[src/rtl/ar_ctrl_if.sv]
// ar_ctrl_if: signal bundle between the timing/decoder logic and the
// address-register unit.
//
// There is no valid/ready handshake on this bundle. Every control input is
// sampled on each rising clock edge, and stall=1 freezes the register for
// that edge. LD/CLR/INC are combinational decodes of the current inputs.
//
//   master modport (timing/decoder side)
//     drives : T, D, J, R, stall, bus_in, clr_err
//     reads  : ar_q, LD, CLR, INC, wrap, err
//   slave modport (ar_ctrl_unit)
//     the reverse of the master modport
interface ar_ctrl_if #(
  parameter int AW = 12,
  parameter int NT = 8
);
  logic [NT-1:0] T;
  logic [7:0]    D;
  logic          J;
  logic          R;
  logic          stall;
  logic [AW-1:0] bus_in;
  logic          clr_err;
  logic [AW-1:0] ar_q;
  logic          LD;
  logic          CLR;
  logic          INC;
  logic          wrap;
  logic          err;

  modport master (
    output T, D, J, R, stall, bus_in, clr_err,
    input  ar_q, LD, CLR, INC, wrap, err
  );

  modport slave (
    input  T, D, J, R, stall, bus_in, clr_err,
    output ar_q, LD, CLR, INC, wrap, err
  );
endinterface

[src/rtl/ar_ctrl_unit.sv]
// ar_ctrl_unit: address register (AR) of the basic-computer datapath,
// together with its load/clear/increment decode.
//
// Ports
//   clk    : rising-edge clock
//   rst_n  : asynchronous active-low reset; clears ar_q, wrap and err
//   bus    : ar_ctrl_if.slave
//            inputs  T (one-hot timing), D (decoded opcode), J (I flip-flop),
//                    R (interrupt cycle), stall, bus_in, clr_err
//            outputs ar_q, LD/CLR/INC (combinational decode),
//                    wrap (one-cycle pulse after an increment rollover),
//                    err (sticky control-conflict flag)
//
// Build option
//   AR_CONFLICT_CHK_EN : when defined, builds the checker that sets err on
//   any unstalled edge with two or more of CLR/LD/INC active. When it is
//   undefined, err is tied low and clr_err is ignored.
//
// The timing vector must provide at least T0..T4, so NT >= 5.
module ar_ctrl_unit #(
  parameter int AW = 12,
  parameter int NT = 8
) (
  input  logic       clk,
  input  logic       rst_n,
  ar_ctrl_if.slave   bus
);

  logic          ld;
  logic          clr;
  logic          inc;
  logic [AW-1:0] ar_r;
  logic          wrap_r;

  // Control decode
  always_comb begin
    ld  = (~bus.R & bus.T[0]) | (~bus.R & bus.T[2]) |
          (~bus.D[7] & bus.J & bus.T[3]);
    clr = bus.R & bus.T[0];
    inc = bus.D[5] & bus.T[4];
  end

  assign bus.LD  = ld;
  assign bus.CLR = clr;
  assign bus.INC = inc;

  // The address register. CLR has priority over LD, and LD has priority
  // over INC, so a non-one-hot T still gives a deterministic result.
  // wrap defaults low, so it is high only for the single cycle that follows
  // an increment from all-ones.
  always_ff @(posedge clk or negedge rst_n) begin
    if (!rst_n) begin
      ar_r   <= '0;
      wrap_r <= 1'b0;
    end else begin
      wrap_r <= 1'b0;
      if (!bus.stall) begin
        if (clr) begin
          ar_r <= '0;
        end else if (ld) begin
          ar_r <= bus.bus_in;
        end else if (inc) begin
          ar_r   <= ar_r + 1'b1;
          wrap_r <= &ar_r;
        end
      end
    end
  end

  assign bus.ar_q = ar_r;
  assign bus.wrap = wrap_r;

`ifdef AR_CONFLICT_CHK_EN
  logic conflict;
  logic err_r;

  assign conflict = (clr & ld) | (clr & inc) | (ld & inc);

  // If a new conflict and clr_err arrive on the same edge, the set wins.
  always_ff @(posedge clk or negedge rst_n) begin
    if (!rst_n) begin
      err_r <= 1'b0;
    end else if (!bus.stall && conflict) begin
      err_r <= 1'b1;
    end else if (bus.clr_err) begin
      err_r <= 1'b0;
    end
  end

  assign bus.err = err_r;
`else
  logic unused_clr_err;
  assign unused_clr_err = bus.clr_err;
  assign bus.err = 1'b0;
`endif

  // Only some of the opcode and timing bits drive the decode.
  logic unused_bits;
  assign unused_bits = ^{bus.D, bus.T};

endmodule

[src/flat_wrapper.sv]
// flat-port wrapper written by rule: the top's interface ports become plain ports
module ar_ctrl_unit_flat 
#(
  parameter int AW = 12,
  parameter int NT = 8
)
  (clk, rst_n, bus_T, bus_D, bus_J, bus_R, bus_stall, bus_bus_in, bus_clr_err, bus_ar_q, bus_LD, bus_CLR, bus_INC, bus_wrap, bus_err);
  ar_ctrl_if #(.AW(AW), .NT(NT)) bus_i ();
  input  logic clk;
  input  logic rst_n;
  input wire logic [$bits(bus_i.T)-1:0] bus_T;
  input wire logic [$bits(bus_i.D)-1:0] bus_D;
  input wire logic [$bits(bus_i.J)-1:0] bus_J;
  input wire logic [$bits(bus_i.R)-1:0] bus_R;
  input wire logic [$bits(bus_i.stall)-1:0] bus_stall;
  input wire logic [$bits(bus_i.bus_in)-1:0] bus_bus_in;
  input wire logic [$bits(bus_i.clr_err)-1:0] bus_clr_err;
  output wire logic [$bits(bus_i.ar_q)-1:0] bus_ar_q;
  output wire logic [$bits(bus_i.LD)-1:0] bus_LD;
  output wire logic [$bits(bus_i.CLR)-1:0] bus_CLR;
  output wire logic [$bits(bus_i.INC)-1:0] bus_INC;
  output wire logic [$bits(bus_i.wrap)-1:0] bus_wrap;
  output wire logic [$bits(bus_i.err)-1:0] bus_err;
  assign bus_i.T = bus_T;
  assign bus_i.D = bus_D;
  assign bus_i.J = bus_J;
  assign bus_i.R = bus_R;
  assign bus_i.stall = bus_stall;
  assign bus_i.bus_in = bus_bus_in;
  assign bus_i.clr_err = bus_clr_err;
  assign bus_ar_q = bus_i.ar_q;
  assign bus_LD = bus_i.LD;
  assign bus_CLR = bus_i.CLR;
  assign bus_INC = bus_i.INC;
  assign bus_wrap = bus_i.wrap;
  assign bus_err = bus_i.err;
  ar_ctrl_unit #(.AW(AW), .NT(NT)) u_core (.clk(clk), .rst_n(rst_n), .bus(bus_i));
endmodule
[config.mk]
export PLATFORM = sky130hd
export DESIGN_NAME = ar_ctrl_unit_flat
export DESIGN_NICKNAME = d
export VERILOG_FILES = /design/src/rtl/ar_ctrl_if.sv /design/src/rtl/ar_ctrl_unit.sv /design/src/flat_wrapper.sv
export SDC_FILE = /design/constraint.sdc
export NUM_CORES = 1
export LEC_CHECK = 0
export CORE_MARGIN = 8
export CORE_UTILIZATION = 40
export DETAILED_ROUTE_END_ITERATION = 10
export PLACE_DENSITY = 0.84
export SYNTH_ARGS = -nofsm -noshare
export SYNTH_HDL_FRONTEND = slang
export SYNTH_SLANG_ARGS = --single-unit
[constraint.sdc]
create_clock -name clk -period 2.46 [get_ports clk]
set_input_delay 0.369 -clock clk [delete_from_list [all_inputs] [get_ports clk]]
set_output_delay 0.369 -clock clk [all_outputs]
set_load 0.005 [all_outputs]
==> metrics, run 1 <==
DR WL/cell=15.93 um; DR iter-0 viols=36; syn_area_per_cell=8.897 um2; fraction of the mapped netlist area in compound gates=0.1648; global-route wire length before repair=4.540 mm; largest net degree at the start of global routing=15; Worst Setup EP=bus_LD; Clock power frac=0.224; DRT Wirelength=2.724 mm; sequential element share of the synthesized area=0.3693; Fin. Hold Viols=0; synth unique cells=34; status=complete, no violations; Max H-tree Level=1; power share of the combinational group=0.322; RSZ-0062 raised after global routing=false; number of synthesized flops with an enable pin=0; clock transition at the registers of the reported paths=90 ps; Worst Setup Start Kind=primary input; Inserted Diodes=0; critical path type=primary input to primary output; CP dominant cell by count=clkdlybuf4s50_1; top post-synthesis cells by area=dfrtp_1 37%, mux2i_1 9.1%, nand3_1 6.8%; sw power=181.5 uW; Reg2Reg Depth=5; final setup fails=0; minimum clock period=2129 ps; final clock period utilization by the worst path=0.8655; type of the worst min-delay path=primary input to asynchronous set/reset pin; register-to-register path setup slack=740 ps; ys flop type=dfrtp_1; post-CTS sizing=0; Top-Level Pins=51; final core occ=0.6226; Clock Skews=5.440 ps; Post-Synth XOR/XNOR Area=0; Clk Tree Root Cell=clkbuf_4; Arr. time, crit path=1760 ps; crit end category=primary output; Area Growth Syn to Fin=51.85%; clk_lat worst skew=270 ps; row count=17; CP Max Fanout=6; Max clock buf depth=2; dominant combinational cell family by area after synthesis=simple AND/OR/NAND/NOR gates; Power Density=447.8 nW/um2; Synth Warn #=0; crit-path max cell delay=530 ps; Worst slew margin=0.5802; part of the power in registers=0.455; FF/Latch Area=325.3 um2; largest area contributor in the netlist=dfrtp_1; DP HPWL=2.146 mm; Post-Synth Adder-Cell Area=0.01420; Max VDD drop=0.3090 mV; final setup TNS=0 ps; initial antenna violation count=0; Pint=417.5 uW; post-synthesis mux area share=0.09091; Multi-input gate area=514.2 um2; worst-margin pin slew=627.7 ps; leakage=0.5571 nW; number of port buffers=38; total track usage=0.1353; Die W=62.93 um; DIE HEIGHT=62.93 um; simple-gate portion of the synthesized area=0.3097; Fillers=179; TritonCTS clock tree=done; worst path required time=2090 ps; Mapped Nets=134; Peak Freq=0.4697 GHz; via count=992; Max-cap violations=0; switching share of power=0.3030; family with the most delay on the worst path=buffers and inverters; Post-CTS Hold Fix Bufs=0; via density per instance=5.801; Yosys top cell area share=0.3693; FFs w/ async S/R, synth=1.000; RR Endpoint=u_core.bus.ar_q[10]; DRC viols=0; Initial DRT Pass Iterations=4; CTS buffer count=3; grt ovf=0; CP Depth=4; postcts setup bufs=0; ratio of cells with drive above 1 in the final layout=0.08392; post-synthesis register bit count=13; Final Max Slew Viols=0; Final #Nets=179; vias in the first global route=968; crit path launch=bus_D[7]; die area=3960 um2; placer congestion estimate=0.8808; Buf/Inv on CP=2; r2r startpoint=u_core.bus.ar_q[0]; clock sink count=13; critical path, cell by cell=clkdlybuf4s50_1 -> and3b_4 -> o21bai_2 -> clkdlybuf4s50_1; Post-Syn Instances=99; Worst path slowest cell=clkdlybuf4s50_1; Core Area=2148 um2; Initial Util=0.4100; mapped cell area=880.8 um2; Final ANT Viol Nets=0
## per-layer routing
| layer | wire (um) | vias up | global-route usage |
|---|---|---|---|
| met5 | 0 | - | 0 |
| li1 | - | 471 | - |
| met4 | 10 | 0 | 0.03134 |
| met2 | 1406 | 50 | 0.2318 |
| met1 | 1081 | 469 | 0.1554 |
| met3 | 225 | 2 | 0.04839 |
## synthesized netlist by cell type, drive strengths merged (2+ instances only)
master  count
nand4       4
mux2i       8
and3b       2
buf         2
o21ai       8
and3        2
nand3      12
nor3        6
o311ai      3
inv         7
nand2       6
and4        2
nor2        5
o32ai       2
dfrtp      13
nor2b       2
## cell families after synthesis
kind of cell	Yosys count
simple gates	47
flops	13
compound gates	20
mux	8
fa+ha+maj	1
buf+inv	9
other cells	1
## cell type report
type | count | area share
inverter | 7 | 0.01964
clock buffer | 4 | 0.01964
tap | 28 | 0.02619
sequential | 13 | 0.2432
timing repair buffer | 42 | 0.3068
multi-input combinational | 77 | 0.3845
## worst min-delay path by stage
| stage | from | end | slack [ps] | cells after the start |
|---|---|---|---|---|
| final | rst_n | u_core.bus.ar_q[11] | 480 | 1 |
| after global routing | rst_n | u_core.bus.wrap | 520 | 1 |
| after CTS | rst_n | u_core.bus.ar_q[9] | 500 | 1 |
| after detailed placement | u_core.bus.ar_q[11] | u_core.bus.wrap | 570 | 2 |
| after global placement | u_core.bus.ar_q[11] | u_core.bus.wrap | 550 | 2 |
| after floorplan | rst_n | u_core.bus.ar_q[0] | 70 | 0 |
## registers in the layout (all words and copies together), names as in the netlist
name	cells
u_core.bus.ar_q	12
u_core.bus.wrap	1
## cell usage in the layout, fill, tap and decap left out, types with 2 or more instances in the layout
cell type	Yosys	layout
o32ai_1	2	2
and4_1	2	2
dfrtp_1	13	13
nand2_1	6	6
nor3_1	6	6
o311ai_0	3	3
and3_1	2	2
nor2_1	5	5
clkbuf_4	0	3
buf_4	2	4
clkdlybuf4s50_1	0	38
nand4_1	4	4
o21ai_0	7	7
nand3_1	12	12
inv_1	7	7
mux2i_1	8	8
## power groups by stage
| stage | clock network (mW) | registers, mW | logic (mW) |
|---|---|---|---|
| floorplan | 0 | 0.271 | 0.0714 |
| global placement | 0 | 0.273 | 0.188 |
| CTS | 0.138 | 0.271 | 0.195 |
| detailed placement | 0 | 0.275 | 0.194 |
| global route | 0.150 | 0.277 | 0.210 |
| finish | 0.134 | 0.272 | 0.193 |
## stage by stage
stage          hold WS, ps  std cells  worst slack, ps  total power [mW]  instance area, um2
6_report             480.5        171            330.9            0.5990                1338
5_1_grt              521.1        171            290.6            0.6368                1338
4_1_cts              496.3        171            309.3            0.6044                1338
3_5_place_dp         567.4        167            308.9            0.4693                1311
3_3_place_gp         546.7        167            347.9            0.4616                1311
2_1_floorplan        73.41         99            882.2            0.3427               880.8
No activity file was read; power rests on OpenSTA's default activity.
==> run 2: changes to the inputs <==
Settings changed: CELL_PAD_IN_SITES_DETAIL_PLACEMENT set to 0, CELL_PAD_IN_SITES_GLOBAL_PLACEMENT set to 1, CORE_UTILIZATION 40 to 28, PLACE_DENSITY 0.84 to unset, PLACE_DENSITY_LB_ADDON set to 0.1.
==> metrics, run 2 (synthesis gave the netlist of run 1 again) <==
Core Area=3028 um2 (was 2148 um2); final setup fails=0 (unchanged); via density per instance=5.107 (was 5.801); crit path launch=bus_T[0] (was bus_D[7]); DRT Wirelength=2.917 mm (was 2.724 mm); most frequent cells in the layout=38 x clkdlybuf4s50_1, 13 x dfrtp_1, 12 x nand3_1 (unchanged); register-to-register path setup slack=760 ps (was 740 ps); worst-margin pin slew=636.6 ps (was 627.7 ps); postcts setup bufs=0 (unchanged); Max H-tree Level=1 (unchanged); die area=5197 um2 (was 3960 um2); crit-path max cell delay=600 ps (was 530 ps); type of the worst min-delay path=primary input to asynchronous set/reset pin (unchanged); CTS buffer count=3 (unchanged); global-route wire length before repair=4.836 mm (was 4.540 mm); DR iter-0 viols=35 (was 36); Post-CTS Hold Fix Bufs=0 (unchanged); Initial Util=0.2909 (was 0.4100); CP Max Fanout=7 (was 6); Clock Skews=1.231 ps (was 5.440 ps); DIE HEIGHT=72.09 um (was 62.93 um); largest net degree at the start of global routing=15 (unchanged); RSZ-0062 raised after global routing=false (unchanged); number of flip-flops in the largest register=12 (unchanged); minimum clock period=2178 ps (was 2129 ps); DR WL/cell=15.60 um (was 15.93 um); grt ovf=0 (unchanged); Top-Level Pins=51 (unchanged); Worst Setup Start Kind=primary input (unchanged); Worst slew margin=0.5743 (was 0.5802); via count=955 (was 992); Max-cap violations=0 (unchanged); Peak Freq=0.4592 GHz (was 0.4697 GHz); Arr. time, crit path=1810 ps (was 1760 ps); row count=20 (was 17); commonest non-fill, non-tap cell in the layout=clkdlybuf4s50_1 (unchanged); Worst path slowest cell=clkdlybuf4s50_1 (unchanged); leakage=0.5571 nW (unchanged); TritonCTS clock tree=done (unchanged); Inserted Diodes=0 (unchanged); fin cells=187 (was 171); Worst Setup EP=bus_LD (unchanged); Final Max Slew Viols=0 (unchanged); crit end category=primary output (unchanged); Final #Nets=179 (unchanged); final core occ=0.4483 (was 0.6226); Initial DRT Pass Iterations=4 (unchanged); total track usage=0.1144 (was 0.1353); Reg2Reg Depth=5 (unchanged); post-CTS sizing=0 (unchanged); final setup TNS=0 ps (unchanged); Fin. Hold Viols=0 (unchanged); DP HPWL=2.299 mm (was 2.146 mm); final clock period utilization by the worst path=0.8853 (was 0.8655); Clk Tree Root Cell=clkbuf_4 (unchanged); status=complete, no violations (unchanged); placer congestion estimate=0.7979 (was 0.8808); DRC viols=0 (unchanged); RR Endpoint=u_core.bus.ar_q[10] (unchanged); clock transition at the registers of the reported paths=90 ps (about the same); Multi-input gate area=514.2 um2 (unchanged); FF/Latch Area=325.3 um2 (unchanged); vias in the first global route=1021 (was 968); Final ANT Viol Nets=0 (unchanged); ratio of cells with drive above 1 in the final layout=0.08392 (unchanged); critical path, cell by cell=clkdlybuf4s50_1 -> nor2_1 -> o21bai_2 -> clkdlybuf4s50_1 (was clkdlybuf4s50_1 -> and3b_4 -> o21bai_2 -> clkdlybuf4s50_1); Power Density=445.0 nW/um2 (was 447.8 nW/um2); CP dominant cell by count=clkdlybuf4s50_1 (unchanged); Die W=72.09 um (was 62.93 um); total placed cells including tap cells=183 (was 167); Max VDD drop=0.2466 mV (was 0.3090 mV); clk_lat worst skew=280 ps (was 270 ps); Max clock buf depth=2 (unchanged); r2r startpoint=u_core.bus.ar_q[0] (unchanged); Area Growth Syn to Fin=54.12% (was 51.85%); initial antenna violation count=0 (unchanged); clock sink count=13 (unchanged); critical path type=primary input to primary output (unchanged); Fillers=311 (was 179); number of port buffers=38 (unchanged); worst path required time=2090 ps (about the same)
==> run 2: cell counts in the layout (fill, tap and decap cells not counted) <==
No cell type changed its count.
==> run 2: worst min-delay path by stage <==
stage	startpoint	to	slack, ps
5_1_grt	rst_n	u_core.bus.ar_q[10]	530
2_1_floorplan	rst_n	u_core.bus.ar_q[0]	70
4_1_cts	rst_n	u_core.bus.ar_q[10]	500
3_3_place_gp	u_core.bus.ar_q[11]	u_core.bus.wrap	560
6_report	rst_n	u_core.bus.ar_q[10]	480
3_5_place_dp	u_core.bus.ar_q[11]	u_core.bus.wrap	560
==> run 2: critical path: cells and delay by family <==
kind	cells	cell delay [ps]
AND/OR/NAND/NOR	1	90
buffers and inverters	2	1140
AO/OA/AOI/OAI	1	200
==> run 2: final cells by class <==
class | count | area share
tap | 44 | 0.04055
timing repair buffer | 42 | 0.3023
inverter | 7 | 0.01935
clock buffer | 4 | 0.01935
sequential | 13 | 0.2396
multi-input combinational | 77 | 0.3788
==> run 2: per-layer routing <==
metal | global-route usage | vias to the layer above | part of all wire
met2 | 0.1886 | 24 | 0.48
met1 | 0.1353 | 461 | 0.44
met3 | 0.03444 | 4 | 0.067
met4 | 0.04308 | 0 | 0.013
li1 | - | 466 | -
met5 | 0 | - | 0
==> run 2: per-stage QoR <==
stage	power, mW	hold slack (ps)	setup slack, ps	area (um2)
2_1_floorplan	0.3427	73.41	882.2	880.8
3_3_place_gp	0.4685	559.3	270.8	1331
3_5_place_dp	0.4720	557.0	295.0	1331
4_1_cts	0.6179	498.7	269.3	1358
5_1_grt	0.6439	533.1	217.2	1358
6_report	0.6041	478.6	282.3	1358
==> run 2: report_power, final <==
| group | internal, mW | total (mW) | switching [mW] |
|---|---|---|---|
| clock | 0.0628 | 0.140 | 0.0767 |
| sequential | 0.238 | 0.272 | 0.0347 |
| combinational | 0.117 | 0.192 | 0.0752 |
| total | 0.417 | 0.604 | 0.187 |
